==> src/rtl/pluse_seq_ctrl.sv <==
// CPMG echo-train sequencer: one 90 deg excitation followed by echo_num 180 deg
// refocusing pulses on PLUSE, with tau spacing and an acquisition window per echo.
module pluse_seq_ctrl #(
   parameter int QQ_W   = 16,
   parameter int CNT_W  = 16,
   parameter int TO_CYC = 8
) (
   input  logic             clk_sys,
   input  logic             rst,
   input  logic             start,
   input  logic             abort,
   input  logic [QQ_W-1:0]  t90_len,
   input  logic [QQ_W-1:0]  t180_len,
   input  logic [7:0]       bri_cfg,
   input  logic [CNT_W-1:0] tau,
   input  logic [CNT_W-1:0] echo_num,
   input  logic             pulse_busy,
   output logic             pluse_load,
   output logic             state_start,
   output logic             phase,
   output logic [QQ_W-1:0]  qq_para,
   output logic [7:0]       bri_para,
   output logic             acq_win,
   output logic             busy,
   output logic             done,
   output logic             err,
   output logic [CNT_W-1:0] echo_cnt
);

   localparam int TO_W = $clog2(TO_CYC + 1);

   typedef enum logic [2:0] {
      S_IDLE, S_LOAD, S_FIRE, S_WAIT_HI, S_WAIT_LO, S_DELAY, S_ECHO, S_FIN
   } state_t;

   state_t            state, next_state;
   logic [QQ_W-1:0]   t180_q;
   logic [7:0]        bri_q;
   logic [CNT_W-1:0]  tau_q, num_q;
   logic              is180;
   logic [CNT_W:0]    dly_cnt;
   logic [TO_W-1:0]   to_cnt;
   logic [CNT_W-1:0]  tau_eff;
   logic [CNT_W:0]    tau2;
   logic              cnt_last;

   // tau=0 behaves as tau=1; 2*tau carries into the extra counter bit
   assign tau_eff  = (tau_q == '0) ? CNT_W'(1) : tau_q;
   assign tau2     = {tau_eff, 1'b0};
   assign cnt_last = (dly_cnt <= (CNT_W+1)'(1));

   always_ff @(posedge clk_sys) begin
      if (rst) state <= S_IDLE;
      else     state <= next_state;
   end

   always_comb begin
      // NOTE: default assignment first so no path through this block infers a latch.
      next_state = state;
      case (state)
         S_IDLE:    if (start) next_state = S_LOAD;
         S_LOAD:    next_state = S_FIRE;
         S_FIRE:    next_state = S_WAIT_HI;
         S_WAIT_HI: begin
            if (pulse_busy)                     next_state = S_WAIT_LO;
            else if (to_cnt <= TO_W'(1))        next_state = S_FIN;
         end
         S_WAIT_LO: begin
            if (!pulse_busy) begin
               if (is180)               next_state = S_ECHO;
               else if (num_q == '0)    next_state = S_FIN;
               else                     next_state = S_DELAY;
            end
         end
         S_DELAY:   if (cnt_last) next_state = S_LOAD;
         S_ECHO:    if (cnt_last) next_state = (echo_cnt == num_q) ? S_FIN : S_LOAD;
         S_FIN:     next_state = S_IDLE;
         default:   next_state = S_IDLE;
      endcase
      if (abort) next_state = S_IDLE;
   end

   // Every transition below keys off next_state, so abort suppresses them all.
   always_ff @(posedge clk_sys) begin
      if (rst) begin
         t180_q   <= '0;
         bri_q    <= '0;
         tau_q    <= '0;
         num_q    <= '0;
         is180    <= 1'b0;
         dly_cnt  <= '0;
         to_cnt   <= '0;
         qq_para  <= '0;
         bri_para <= '0;
         phase    <= 1'b0;
         err      <= 1'b0;
         echo_cnt <= '0;
      end else begin
         if (state == S_IDLE && next_state == S_LOAD) begin
            t180_q   <= t180_len;
            bri_q    <= bri_cfg;
            tau_q    <= tau;
            num_q    <= echo_num;
            err      <= 1'b0;
            echo_cnt <= '0;
         end
         if (next_state == S_LOAD) begin
            if (state == S_IDLE) begin
               qq_para  <= t90_len;
               bri_para <= bri_cfg;
               phase    <= 1'b0;
               is180    <= 1'b0;
            end else begin
               qq_para  <= t180_q;
               bri_para <= bri_q;
               phase    <= 1'b1;
               is180    <= 1'b1;
            end
         end
         if (abort) phase <= 1'b0;
         case (state)
            S_FIRE:    to_cnt <= TO_W'(TO_CYC);
            S_WAIT_HI: begin
               if (to_cnt != '0) to_cnt <= to_cnt - TO_W'(1);
               if (next_state == S_FIN) err <= 1'b1;
            end
            S_WAIT_LO: begin
               if (next_state == S_ECHO) begin
                  echo_cnt <= echo_cnt + CNT_W'(1);
                  dly_cnt  <= tau2;
               end else if (next_state == S_DELAY) begin
                  dly_cnt  <= {1'b0, tau_eff};
               end
            end
            S_DELAY, S_ECHO: dly_cnt <= dly_cnt - (CNT_W+1)'(1);
            default: ;
         endcase
      end
   end

   // Strobes decode the state register only, so no input reaches an output combinationally.
   always_comb begin
      pluse_load  = (state == S_LOAD);
      state_start = (state == S_FIRE);
      acq_win     = (state == S_ECHO);
      busy        = (state != S_IDLE) && (state != S_FIN);
      done        = (state == S_FIN) && !err;
   end

endmodule

==> config.mk <==
export PLATFORM = sky130hd
export DESIGN_NAME = pluse_seq_ctrl
export DESIGN_NICKNAME = d
export VERILOG_FILES = /design/src/rtl/pluse_seq_ctrl.sv
export SDC_FILE = /design/constraint.sdc
export NUM_CORES = 1
export LEC_CHECK = 0
export CAP_MARGIN = 20
export CORE_MARGIN = 2
export CORE_UTILIZATION = 53
export CTS_BUF_LIST = sky130_fd_sc_hd__clkbuf_8
export DETAILED_ROUTE_END_ITERATION = 10
export GPL_ROUTABILITY_DRIVEN = 0
export PLACE_DENSITY = 0.83
export SLEW_MARGIN = 20
export SYNTH_ARGS = -nofsm -noshare
export SYNTH_HDL_FRONTEND = slang
export SYNTH_SLANG_ARGS = --single-unit
==> constraint.sdc <==
create_clock -name clk_sys -period 2.8 [get_ports clk_sys]
set_clock_uncertainty 0.05 [all_clocks]
set_input_delay 0.84 -clock clk_sys [delete_from_list [all_inputs] [get_ports clk_sys]]
set_output_delay 0.84 -clock clk_sys [all_outputs]
set_load 0.1 [all_outputs]
; Yosys cells after proc, flatten, opt, wreduce, memory -nomap -nowiden
; Cells that the tools add are included.
[classes]
addsub = 3
order_cmp = 2
eq_ne = 15
muxes = 26
reduce_logical = 15
[ops]
columns = op, n
row1 = two-way mux 16 bit, 5
row2 = two-way mux 17 bit, 2
row3 = case mux 17 bit (2 select lines), 1
row4 = logical NOT 16 bit, 2
row5 = two-way mux 3 bit, 8
row6 = case mux 3 bit (8 select lines), 1
row7 = "equality test 3 bit, second input constant", 7
row8 = "<= comparator 17 x 1 -> 1 bit, second input constant", 1
row9 = "subtractor 17 x 1 -> 17 bit, second input constant", 1
row10 = "adder 16 x 1 -> 16 bit, second input constant", 1
row11 = equality test 16 bit, 1
row12 = two-way mux 8 bit, 1
row13 = case mux 4 bit (2 select lines), 1
row14 = "equality test 3 x 1 -> 1 bit, second input constant", 2
row15 = "equality test 3 x 2 -> 1 bit, second input constant", 2
row16 = "inequality test 3 bit, second input constant", 2
row17 = "<= comparator 4 x 1 -> 1 bit, second input constant", 1
row18 = two-way mux 1 bit, 4
row19 = two-way mux 2 bit, 2
row20 = two-way mux 4 bit, 1
row21 = AND reduction 2 bit, 2
row22 = nonzero test 2 bit, 2
row23 = nonzero test 4 bit, 1
row24 = OR reduction 2 bit, 2
row25 = 6 further kinds, 8
[word_totals]
reg_bits = 123
input_bits = 77
out_inout_bits = 47
elab_cells = 74

; Longest topological paths before layout
[depth]
ltp_word = 11
mapped_depth = 10
depth_no_buf = 8

; Worst setup path after synthesis
; Ideal clock, no wire load.
[synth_path]
kind = flip-flop to flip-flop
startpoint = register state[1]
endpoint = register to_cnt[2]
setup_ps = 248
t_arrival_ps = 3691
required_time_ps = 2502
path_slack_ps = -1189
stages_incl_launch_ff = 7
n_path_buf = 1
synth_period_minus_slack_ps = 3989
cell_sequence = dfxtp_1 > clkbuf_1 > nor3b_1 > nor2_1 > nor2b_1 > xnor2_1 > nor3_1
[synth_via]
elab_chain_cells = 3
elab_cells_between_ends = 6
cone_classes = 3 x eq/ne / 1 x mux / 2 x reduce/logical
[synth_lines]
columns = element, line
row1 = "start, declared", 36  ; state_t state, next_state;
row2 = "start signal, assigned", 54  ; else state <= next_state;
row3 = equality test 3 x 2 -> 1 bit (*), --
row4 = via state_start, 19  ; output logic state_start,
row5 = nonzero test 2 bit (no source line), --
row6 = AND reduction 2 bit (no source line), --
row7 = "end signal, assigned", 122  ; S_FIRE: to_cnt <= TO_W'(TO_CYC);
row8 = "end signal, assigned", 124  ; if (to_cnt != '0) to_cnt <= to_cnt - TO_W'(1);
row9 = "end, declared", 42  ; logic [TO_W-1:0] to_cnt;
; The timed path passes the listed nets; every way through them passes the cells marked *.
; A chain may end at the register's enable or synchronous reset.

; Worst setup path after layout
[layout_path]
startpoint = input pulse_busy
endpoint = register dly_cnt[10]
[layout_via]
elab_chain_cells = 6
elab_cells_between_ends = 10
cone_classes = 3 x eq/ne / 6 x mux / 1 x reduce/logical
[layout_lines]
columns = element, line
row1 = "start, declared", 17  ; input logic pulse_busy,
row2 = two-way mux 3 bit (on tied branches), "69, 65"
row3 = case mux 3 bit (8 select lines) (*), 60  ; case (state)
row4 = two-way mux 3 bit (*), 80  ; if (abort) next_state = S_IDLE;
row5 = equality test 3 bit (on tied branches), "128, 131"
row6 = two-way mux 17 bit / inequality test 3 bit (equally long branches), --
row7 = case mux 17 bit (2 select lines) / AND reduction 2 bit (equally long branches), --
row8 = "end signal, assigned", 130  ; dly_cnt <= tau2;
row9 = "end signal, assigned", 132  ; dly_cnt <= {1'b0, tau_eff};
row10 = "end signal, assigned", 135  ; S_DELAY, S_ECHO: dly_cnt <= dly_cnt - (CNT_W+1)'(1);
row11 = "end, declared", 41  ; logic [CNT_W:0] dly_cnt;
; Mark *: on every way between the ends. The rest lies on a longest branch, timed or not.

==> out/qor.yml <==
yosys:
  yosys_warnings: 0
  ys.flop_type: "dfxtp_1"
  synth_nets: 806
  synth_cell_type_count: 61
  syn_inst: 724
  ys_async_sr_fraction_pct: 0
  synth_edf_count: 0
  synth_area_um2: 5937
  yosysSeqAreaShare_pct: 41.48
  synth_seq_cells: 123
  syn_area_per_cell_um2: 8.200
pwr:
  total_leakage_power_nw: 3.224
  p_comb_share_pct: 18.8
  peakVddDrop_mv: 0.3993
  p_clk_share_pct: 34.6
  seqPwrFrac_pct: 46.6
  internal-power_mw: 2.832
  swShare_pct: 30.29
  power_mw: 4.062
  p_switching_mw: 1.230
  pwr_density_cell_nw_per_um2: 514.0
die:
  core_um2: 10890
  initial_core_util_pct: 54.53
  dieWidth_um: 109.8
  fp-row-count: 38
  die_h_um: 109.8
  io_pins: 124
  dieArea_um2: 12060
clock_tree:
  cts_sinks: 123
  cts_tree: "built"
  cts_buffers: 17
  cts_root_buf: "clkbuf_8"
  clock_latency_ns: 0.46
  cts_max_level: 4
  cts.hold.buffers_added: 0
  clockBufferDepth: 2
  path_clk_slew_ns: 0.07
critical_path:
  reg2reg_from: "dly_cnt[7]"
  ff2ff_path_depth: 10
  critPathCapture: "dly_cnt[10]"
  rrSetupSlack_ns: 0.19
  path_class: "primary input to flip-flop"
  r2r_end: "is180"
  arrival_ns: 2.95
  crit_path_start_kind: "primary input"
  end_kind: "flip-flop"
  worstPathRequired_ns: 3.10
  crit_start: "pulse_busy"
  cp_max_fo: 7
placed_design:
  port_buffers: 123
  dp_hpwl_mm: 11.67
final_layout:
  fill_cells: 824
  multi_input_area_um2: 3287
  drive_above_1_share_pct: 17.11
  final_common_cell: "nand2_1"
  diodes: 0
  layout_common_cells: "143 x nand2_1, 121 x dfxtp_1, 82 x buf_4"
  fin_util_pct: 72.58
  register_area_um2: 2465
  nets: 942
  synthToLayoutAreaGrowth_pct: 33.11
global_route:
  grt_pass1_wl_mm: 27.56
  antenna_found_initial: 0
  grt_max_degree: 123
  gr-usage-all-layers_pct: 29.41
  grt_pass1_vias: 5847
  grt-ovfl-total: 0
timing:
  timing.final.crit_share_pct: 94.79
  maxSlewHeadroom_pct: 58.11
  setup_viol: 0
  period_minus_slack_ns: 2.654
  max_freq_ghz: 0.3768
  final_max_slew_viol_count: 0
  hold_viol: 0
  worst_slew_pin_slew_ns: 0.6201
routing:
  drtIter0Drc: 514
  drt-pass1-iter-count: 5
  routed_wl_mm: 17.25
  routed_via_density: 5.919
  via_count: 5984
  ant_nets: 0
  wire_per_inst_um: 17.06
  drc: 0
status:
  status: "finished, final reports clean"
job:
  maxCapViolCount: 0
min_path:
  worstHoldPathType: "flip-flop to flip-flop"
-- through the flow --
step / hold slack, ns / instances / instance area (um^2) / setup WS, ns / setup TNS (ns)
global route: 0.4314 / 1011 / 7903 / -0.004020 / -0.004020
floorplan: 0.3857 / 724 / 5961 / -0.1047 / -0.1144
finish: 0.4087 / 1011 / 7903 / 0.1458 / 0
global placement: 0.3914 / 973 / 7440 / -0.3822 / -32.91
CTS: 0.4119 / 1007 / 7853 / 0.06149 / 0
detailed placement: 0.4023 / 973 / 7440 / -0.5297 / -42.59
-- worst min path at each step --
| stage | startpoint | end | slack [ns] | cells after the start |
|---|---|---|---|---|
| 3_5_place_dp | t180_q[13] | t180_q[13] | 0.40 | 2 |
| 6_report | bri_q[0] | bri_q[0] | 0.41 | 2 |
| 3_3_place_gp | t180_q[7] | t180_q[7] | 0.39 | 2 |
| 4_1_cts | t180_q[13] | t180_q[13] | 0.41 | 2 |
| 2_1_floorplan | bri_q[0] | bri_q[0] | 0.39 | 2 |
| 5_1_grt | t180_q[7] | t180_q[7] | 0.43 | 2 |
-- flip-flops by register name (all words and copies together), names as in the netlist, 3 cells and up --
| signal | cells |
|---|---|
| qq_para | 16 |
| to_cnt | 4 |
| tau_q | 16 |
| dly_cnt | 17 |
| echo_cnt | 16 |
| num_q | 16 |
| state | 3 |
| bri_q | 8 |
| bri_para | 8 |
| t180_q | 16 |
-- power by group through the flow --
stage | clock network [mW] | registers (mW) | logic, mW
2_1_floorplan | 0 | 2.12 | 0.268
3_5_place_dp | 0 | 1.93 | 0.736
4_1_cts | 1.41 | 1.89 | 0.756
3_3_place_gp | 0 | 1.92 | 0.718
6_report | 1.40 | 1.89 | 0.765
5_1_grt | 1.50 | 1.90 | 0.812
-- routing by layer --
metal  part of all wire (%)  global-route usage (%)  vias to the layer above  wire length [um]
li1                       -                       -                     2856                 -
met1                     40                   34.23                     2830              6971
met2                     49                   48.64                      246              8403
met3                    8.3                   11.20                       52              1423
met4                    2.6                   11.66                        0               450
met5                      0                       0                        -                 0
-- final cells by class --
cell class,count,area share (%)
tap,140,2.217
multi-input combinational,539,41.59
clock inverter,11,1.061
clock buffer,19,3.309
inverter,11,0.5225
timing repair buffer,168,20.11
sequential,123,31.19
-- critical path, stage by stage --
cell and delay (ns):
dlygate4sd2_1 0.29, or3_1 0.35, a21oi_2 0.17, nor3b_1 0.08, o21a_1 0.17, nor2_1 0.36
nand2_1 0.33, o221a_2 0.36
-- cells by family after synthesis --
logic type	Yosys count	share of synthesized area, %
xor+xnor	20	2.951
fa+ha+maj	5	1.054
simple gates	295	23.41
flops	123	41.48
mux	42	7.144
compound gates	177	19.68
buf+inv	62	4.278
-- what timing repair did --
item | in CTS | in global routing
setup endpoints to repair | 24 | 23
setup buffers | 2 | 4
gates cloned | 2 | 0
pin swaps | 1 | 2
gates resized for setup | 4 | 4
-- cells in the mapped netlist, drive strengths merged (4+ instances only) --
master  count  area, um^2
or2         7       43.80
inv        10       37.54
a21oi      81       409.1
dfxtp     123        2462
o22ai       6       37.54
nand3       7       35.03
nand2     144       540.5
o221ai      5       43.79
a311oi     12       105.1
nor3b       7       52.55
nand4       4       31.28
o21ai      10       50.05
buf        10       58.81
xor2       18       157.7
clkbuf     41       153.9
nand2b     11       68.82
ha          5       62.56
nor4       17       127.6
a211oi     26       200.2
mux2i      39       390.4
nor3       16       91.34
a31oi       6       37.54
a41oi       6       52.55
or3         4       30.03
and3       13       82.58
nor2       55       209.0
Note: power is estimated with default switching activity, not from simulation.
